**src/rtl/divider_seq_if.sv**
```systemverilog
// Handshake bundle between the ALU control FSM (master) and the sequential divider (slave).
interface divider_seq_if #(
  parameter int WIDTH = 16
);
  logic             start;
  logic [WIDTH-1:0] a;
  logic [WIDTH-1:0] b;
  logic             busy;
  logic             done;
  logic [WIDTH-1:0] quot;
  logic [WIDTH-1:0] rem;
  logic             div_zero;

  modport master (
    output start, a, b,
    input  busy, done, quot, rem, div_zero
  );

  modport slave (
    input  start, a, b,
    output busy, done, quot, rem, div_zero
  );
endinterface

```
**src/rtl/divider_seq.sv**
```systemverilog
// Radix-2 restoring unsigned divider, one quotient bit per clock.
// Divide-by-zero completes in one cycle with quot = all ones and rem = dividend.
module divider_seq #(
  parameter int WIDTH = 16
) (
  input  logic         clk,
  input  logic         rst,
  divider_seq_if.slave dif
);

  localparam int CW = $clog2(WIDTH + 1);
  localparam logic [CW-1:0] cnt_load = CW'(WIDTH);
  localparam logic [CW-1:0] cnt_one  = {{(CW-1){1'b0}}, 1'b1};

  typedef enum logic [1:0] {
    IDLE = 2'b00,
    RUN  = 2'b01,
    ZERO = 2'b10
  } state_t;

  state_t           state_r, state_s;
  logic [CW-1:0]    cnt_r, cnt_s;
  logic [WIDTH-1:0] q_r, q_s;
  logic [WIDTH-1:0] b_r, b_s;
  logic [WIDTH:0]   r_r, r_s;
  logic             busy_r, busy_s;
  logic             done_r, done_s;
  logic             dz_r, dz_s;
  logic [WIDTH-1:0] quot_r, quot_s;
  logic [WIDTH-1:0] rem_r, rem_s;

  logic [WIDTH:0]   r_shift_s;
  logic [WIDTH:0]   r_diff_s;
  logic [WIDTH:0]   r_iter_s;
  logic [WIDTH-1:0] q_iter_s;

  // One restoring step: shift in the next dividend bit, trial-subtract the divisor.
  always_comb begin
    r_shift_s = (r_r << 1) | {{WIDTH{1'b0}}, q_r[WIDTH-1]};
    r_diff_s  = r_shift_s - {1'b0, b_r};
    r_iter_s  = r_shift_s;
    q_iter_s  = {q_r[WIDTH-2:0], 1'b0};
    if (r_shift_s >= {1'b0, b_r}) begin
      r_iter_s = r_diff_s;
      q_iter_s = {q_r[WIDTH-2:0], 1'b1};
    end else begin
      r_iter_s = r_shift_s;
      q_iter_s = {q_r[WIDTH-2:0], 1'b0};
    end
  end

  // Next-state and next-output logic; results only change on a completion.
  always_comb begin
    state_s = state_r;
    cnt_s   = cnt_r;
    q_s     = q_r;
    b_s     = b_r;
    r_s     = r_r;
    busy_s  = busy_r;
    done_s  = 1'b0;
    dz_s    = dz_r;
    quot_s  = quot_r;
    rem_s   = rem_r;
    case (state_r)
      IDLE: begin
        if (dif.start) begin
          q_s    = dif.a;
          b_s    = dif.b;
          r_s    = {(WIDTH+1){1'b0}};
          busy_s = 1'b1;
          if (dif.b != {WIDTH{1'b0}}) begin
            state_s = RUN;
            cnt_s   = cnt_load;
          end else begin
            state_s = ZERO;
            cnt_s   = {CW{1'b0}};
          end
        end else begin
          busy_s = 1'b0;
        end
      end
      RUN: begin
        q_s   = q_iter_s;
        r_s   = r_iter_s;
        cnt_s = cnt_r - cnt_one;
        if (cnt_r == cnt_one) begin
          state_s = IDLE;
          quot_s  = q_iter_s;
          rem_s   = r_iter_s[WIDTH-1:0];
          dz_s    = 1'b0;
          done_s  = 1'b1;
          busy_s  = 1'b0;
        end else begin
          state_s = RUN;
        end
      end
      ZERO: begin
        state_s = IDLE;
        quot_s  = {WIDTH{1'b1}};
        rem_s   = q_r;
        dz_s    = 1'b1;
        done_s  = 1'b1;
        busy_s  = 1'b0;
      end
      default: begin
        state_s = IDLE;
        busy_s  = 1'b0;
        cnt_s   = {CW{1'b0}};
      end
    endcase
  end

  // State and result registers with synchronous reset.
  always_ff @(posedge clk) begin
    if (rst) begin
      state_r <= IDLE;
      cnt_r   <= {CW{1'b0}};
      q_r     <= {WIDTH{1'b0}};
      b_r     <= {WIDTH{1'b0}};
      r_r     <= {(WIDTH+1){1'b0}};
      busy_r  <= 1'b0;
      done_r  <= 1'b0;
      dz_r    <= 1'b0;
      quot_r  <= {WIDTH{1'b0}};
      rem_r   <= {WIDTH{1'b0}};
    end else begin
      state_r <= state_s;
      cnt_r   <= cnt_s;
      q_r     <= q_s;
      b_r     <= b_s;
      r_r     <= r_s;
      busy_r  <= busy_s;
      done_r  <= done_s;
      dz_r    <= dz_s;
      quot_r  <= quot_s;
      rem_r   <= rem_s;
    end
  end

  assign dif.busy     = busy_r;
  assign dif.done     = done_r;
  assign dif.quot     = quot_r;
  assign dif.rem      = rem_r;
  assign dif.div_zero = dz_r;

endmodule
```
**src/flat_wrapper.sv**
```systemverilog
// flat-port wrapper written by rule: the top's interface ports become plain ports
module divider_seq_flat 
#(
  parameter int WIDTH = 16
)
  (clk, rst, dif_start, dif_a, dif_b, dif_busy, dif_done, dif_quot, dif_rem, dif_div_zero);
  divider_seq_if #(.WIDTH(WIDTH)) dif_i ();
  input  logic clk;
  input  logic rst;
  input wire logic [$bits(dif_i.start)-1:0] dif_start;
  input wire logic [$bits(dif_i.a)-1:0] dif_a;
  input wire logic [$bits(dif_i.b)-1:0] dif_b;
  output wire logic [$bits(dif_i.busy)-1:0] dif_busy;
  output wire logic [$bits(dif_i.done)-1:0] dif_done;
  output wire logic [$bits(dif_i.quot)-1:0] dif_quot;
  output wire logic [$bits(dif_i.rem)-1:0] dif_rem;
  output wire logic [$bits(dif_i.div_zero)-1:0] dif_div_zero;
  assign dif_i.start = dif_start;
  assign dif_i.a = dif_a;
  assign dif_i.b = dif_b;
  assign dif_busy = dif_i.busy;
  assign dif_done = dif_i.done;
  assign dif_quot = dif_i.quot;
  assign dif_rem = dif_i.rem;
  assign dif_div_zero = dif_i.div_zero;
  divider_seq #(.WIDTH(WIDTH)) u_core (.clk(clk), .rst(rst), .dif(dif_i));
endmodule
```
**config.mk**
```make
export PLATFORM = sky130hd
export DESIGN_NAME = divider_seq_flat
export DESIGN_NICKNAME = d
export VERILOG_FILES = /design/src/rtl/divider_seq_if.sv /design/src/rtl/divider_seq.sv /design/src/flat_wrapper.sv
export SDC_FILE = /design/constraint.sdc
export NUM_CORES = 1
export LEC_CHECK = 0
export CAP_MARGIN = 20
export CORE_MARGIN = 8
export CORE_UTILIZATION = 54
export CTS_CLUSTER_SIZE = 20
export DETAILED_ROUTE_END_ITERATION = 10
export PLACE_DENSITY = 0.8
export SYNTH_ARGS = -nofsm -noshare
export SYNTH_HDL_FRONTEND = slang
export SYNTH_SLANG_ARGS = --single-unit
```
**constraint.sdc**
```tcl
create_clock -name clk -period 2.7 [get_ports clk]
set_input_delay 0.54 -clock clk [delete_from_list [all_inputs] [get_ports clk]]
set_output_delay 0.54 -clock clk [all_outputs]
set_load 0.1 [all_outputs]
```
==> metrics.txt <==
FF+latch count, synth 90; cell depth of the worst flop-to-flop path 9; WL final ~13000 µm; initial antenna violation count 0; Synth Area in Simple Gates 0.1522; status completed; H-tree Lvls 3; fraction of registers with async set/reset 0; EDFF count, synth 0; Ant. Diodes 0; Synth area leaders dfxtp_1 (39%), a21oi_1 (6.6%), mux2i_1 (5.9%); die height 108.3 µm; crit path capture type register; Max VDD drop approximately 0.37 mV; Synth area leader dfxtp_1; die width 108.3 µm; vias in the first global route 4249; Layout Skew approximately 0.011 ns; layout cell share with drive strength beyond 1 0.1384; RSZ-0062 raised after global routing no; initial DRC count 299; TNS Setup 0 ns; # DRC 0; largest family of logic cells by synthesized area compound AO/OA/AOI/OAI gates; Hold Crit Depth 2; buffer and inverter count on the worst path 1; Final ANT Viol Nets 0; CTS Buffer Depth 2; Worst Tran Pin Value approximately 0.72 ns; final setup violating endpoints 0; Tot Pwr 4815 µW; Yosys top cell area share 0.3921; CTS sink cnt 90; type of origin of the critical path register; Worst path top cell family by delay compound AO/OA/AOI/OAI gates; Port Buf Inserts 69; CP arrival between 2 and 3 ns; Layout area overhead 19.36%; Power Dens Cells 877.8 mW/mm²; Max Cap Viol 0; Top Ports 70; post-route design area 0.005485 mm²; Crit Path Category register to register; drt pass-1 iters 5; FMAX slightly above 400 MHz; Slew headroom 0.5186; Post-CTS Hold Fix Bufs 0; max-slew violation count 0; reg2reg start u_core.b_r[6]$_SDFFE_PP0P_; post-synthesis net count 602; Hold EP u_core.b_r[4]$_SDFFE_PP0P_; Clock Latency Late Sink 0.36 ns; Placed Instances 703; core area 0.008217 mm²; Placement Rows 33; Vias/cell 6.106; leakage 0.002205 µW; CP max stage delay 0.42 ns; Starting Density 0.5593; Avg WL per Cell between 15 and 20 µm; CP max stage cell dfxtp_1; GRT Total Usage 0.2223; mux share of post-synthesis cell area 0.06126; Ys Warns 0; worst r2r dst u_core.dif.rem[15]$_SDFFE_PP0P_; XOR/XNOR Fraction of Synth Area 0.02287; min cycle time layout 2.449 ns; vias roughly 4400; cells along the critical path inv_1 > ha_1 > a211oi_2 > nand2_2 > o211ai_2 > a211oi_1 > or3_1 > a31o_1 > o31a_1; worst min-delay path class register to register; Hold Crit Start u_core.b_r[4]$_SDFFE_PP0P_; Avg Inst Size Synth ~8.4 µm²; placed cell area 0.005308 mm²; layout net count 666; ys flop type dfxtp_1; fin cells 719; CTS tree yes; Overflow after GRT 0; fin crit share 0.9072; Seq/Total Area, Yosys 0.3921; reg2reg setup slack 0.25 ns; Final Wtd Congestion 0.9698; Compound-Gate Fraction of Synth Area 0.2573; clock slew at reported path FFs 0.09 ns; CP required 2.95 ns; synthesized area 0.004596 mm²; postcts setup bufs 0; Setup crit start u_core.b_r[6]$_SDFFE_PP0P_; CTS root buffer clkbuf_8; Post-DP HPWL approximately 9900 µm; Mapped Cells 545; CP max FO 6; Final Hold Viols 0; cts bufs inserted 9; Adder-Cell Fraction of Synth Area 0.06153; Post-CTS Resized 0; Netlist cell types 60; first-pass GRT wire length between 20000 and 25000 µm; largest net degree at the start of global routing 33; die area 0.01172 mm²
[worst max path at each step]
stage	endpoint	slack, ns	cells after the start
after global placement	u_core.dif.rem[15]$_SDFFE_PP0P_	0.32	9
after detailed placement	u_core.dif.rem[4]$_SDFFE_PP0P_	0.30	8
final	u_core.dif.rem[15]$_SDFFE_PP0P_	0.25	9
after CTS	u_core.r_r[14]$_SDFFE_PP0P_	0.28	9
after global routing	u_core.dif.rem[7]$_SDFFE_PP0P_	0.11	7
after floorplan	u_core.r_r[9]$_SDFFE_PP0P_	0.53	9
[per-layer routing]
layer,vias to the layer above,wire [µm],GRT usage
li1,2090,-,-
met1,2110,6036,0.3027
met2,166,6039,0.3553
met3,24,765,0.03331
met4,0,211,0.06745
met5,-,0,0
[logic make-up after synthesis]
| logic type | Yosys count |
|---|---|
| AO/OA/AOI/OAI | 183 |
| AND/OR/NAND/NOR | 150 |
| flip-flops | 90 |
| buffers and inverters | 60 |
| multiplexers | 28 |
| adder cells (fa/ha/maj) | 22 |
| XOR/XNOR | 12 |
[registers in the layout (all words and copies together), names as in the netlist]
signal and flops:
u_core.q_r 16, u_core.dif.quot 16, u_core.dif.div_zero 1, u_core.r_r 16
u_core.b_r 16, u_core.dif.done 1, u_core.dif.rem 16, u_core.cnt_r 5
u_core.state_r 2, u_core.dif.busy 1
[cell usage in the layout (no fill, tap or decap), drive strengths merged, types with 2 or more instances in the layout]
cell type      netlist  layout
mux2i               27      27
o21ai               43      43
nor2                32      32
clkbuf              25      11
and3                12      12
dfxtp               90      90
or2                  3       3
nor3                12      12
a21o                 3       3
a22o                 2       2
clkinv               0       3
clkdlybuf4s50        0      33
o22ai               24      24
nand2b               5       5
a211oi              23      23
nor2b                4       4
nor4                 4       4
or3                  4       4
a21oi               61      61
o221ai               4       4
nand3                2       2
a31oi                4       4
o31ai                2       2
xnor2                6       6
inv                 29      31
o211ai               5       5
xor2                 6       6
buf                  6      51
nand2               67      67
ha                  21      21
[final cells by class]
| class | instances | area (µm²) |
|---|---|---|
| tap | 105 | 131.4 |
| inverter | 29 | 108.9 |
| timing repair buffer | 84 | 710.7 |
| sequential | 90 | 1802 |
| clock buffer | 11 | 141.4 |
| fill | 725 | 2731 |
| multi-input combinational | 395 | 2555 |
| clock inverter | 5 | 36.28 |
[report_power, final]
group          leakage [µW]  internal, µW  total [µW]  switching (µW)
sequential         0.000736          1460        1600             136
combinational       0.00137           922        2360            1440
clock             0.0000941           366         860             494
[through the flow]
| step | util | hold WS, ns | setup WS (ns) |
|---|---|---|---|
| 2_1_floorplan | - | 0.4363 | 0.5258 |
| 3_3_place_gp | 0.6460 | 0.4443 | 0.3191 |
| 3_5_place_dp | 0.6460 | 0.4477 | 0.3033 |
| 4_1_cts | 0.6676 | 0.4592 | 0.2826 |
| 5_1_grt | 0.6676 | 0.4786 | 0.1135 |
| 6_report | 0.6676 | 0.4555 | 0.2505 |
[worst reg2reg max path, delay by kind of cell (launching register included)]
| kind | cells | cell delay (ns) |
|---|---|---|
| flops | 1 | 0.42 |
| fa+ha+maj | 1 | 0.36 |
| compound gates | 5 | 1.04 |
| simple gates | 2 | 0.45 |
| buf+inv | 1 | 0.07 |
[cell usage after synthesis, types with 5 or more instances]
cell type / number
nand2b_1: 5
o22ai_1: 24
a211oi_1: 20
and3_1: 10
xnor2_1: 6
nor2_1: 32
dfxtp_1: 90
nand2_1: 65
xor2_1: 6
inv_1: 29
mux2i_1: 27
o21ai_0: 22
o21ai_1: 20
clkbuf_1: 25
ha_1: 21
a21oi_1: 61
nor3_1: 11
No activity file was read; power rests on OpenSTA's default activity.
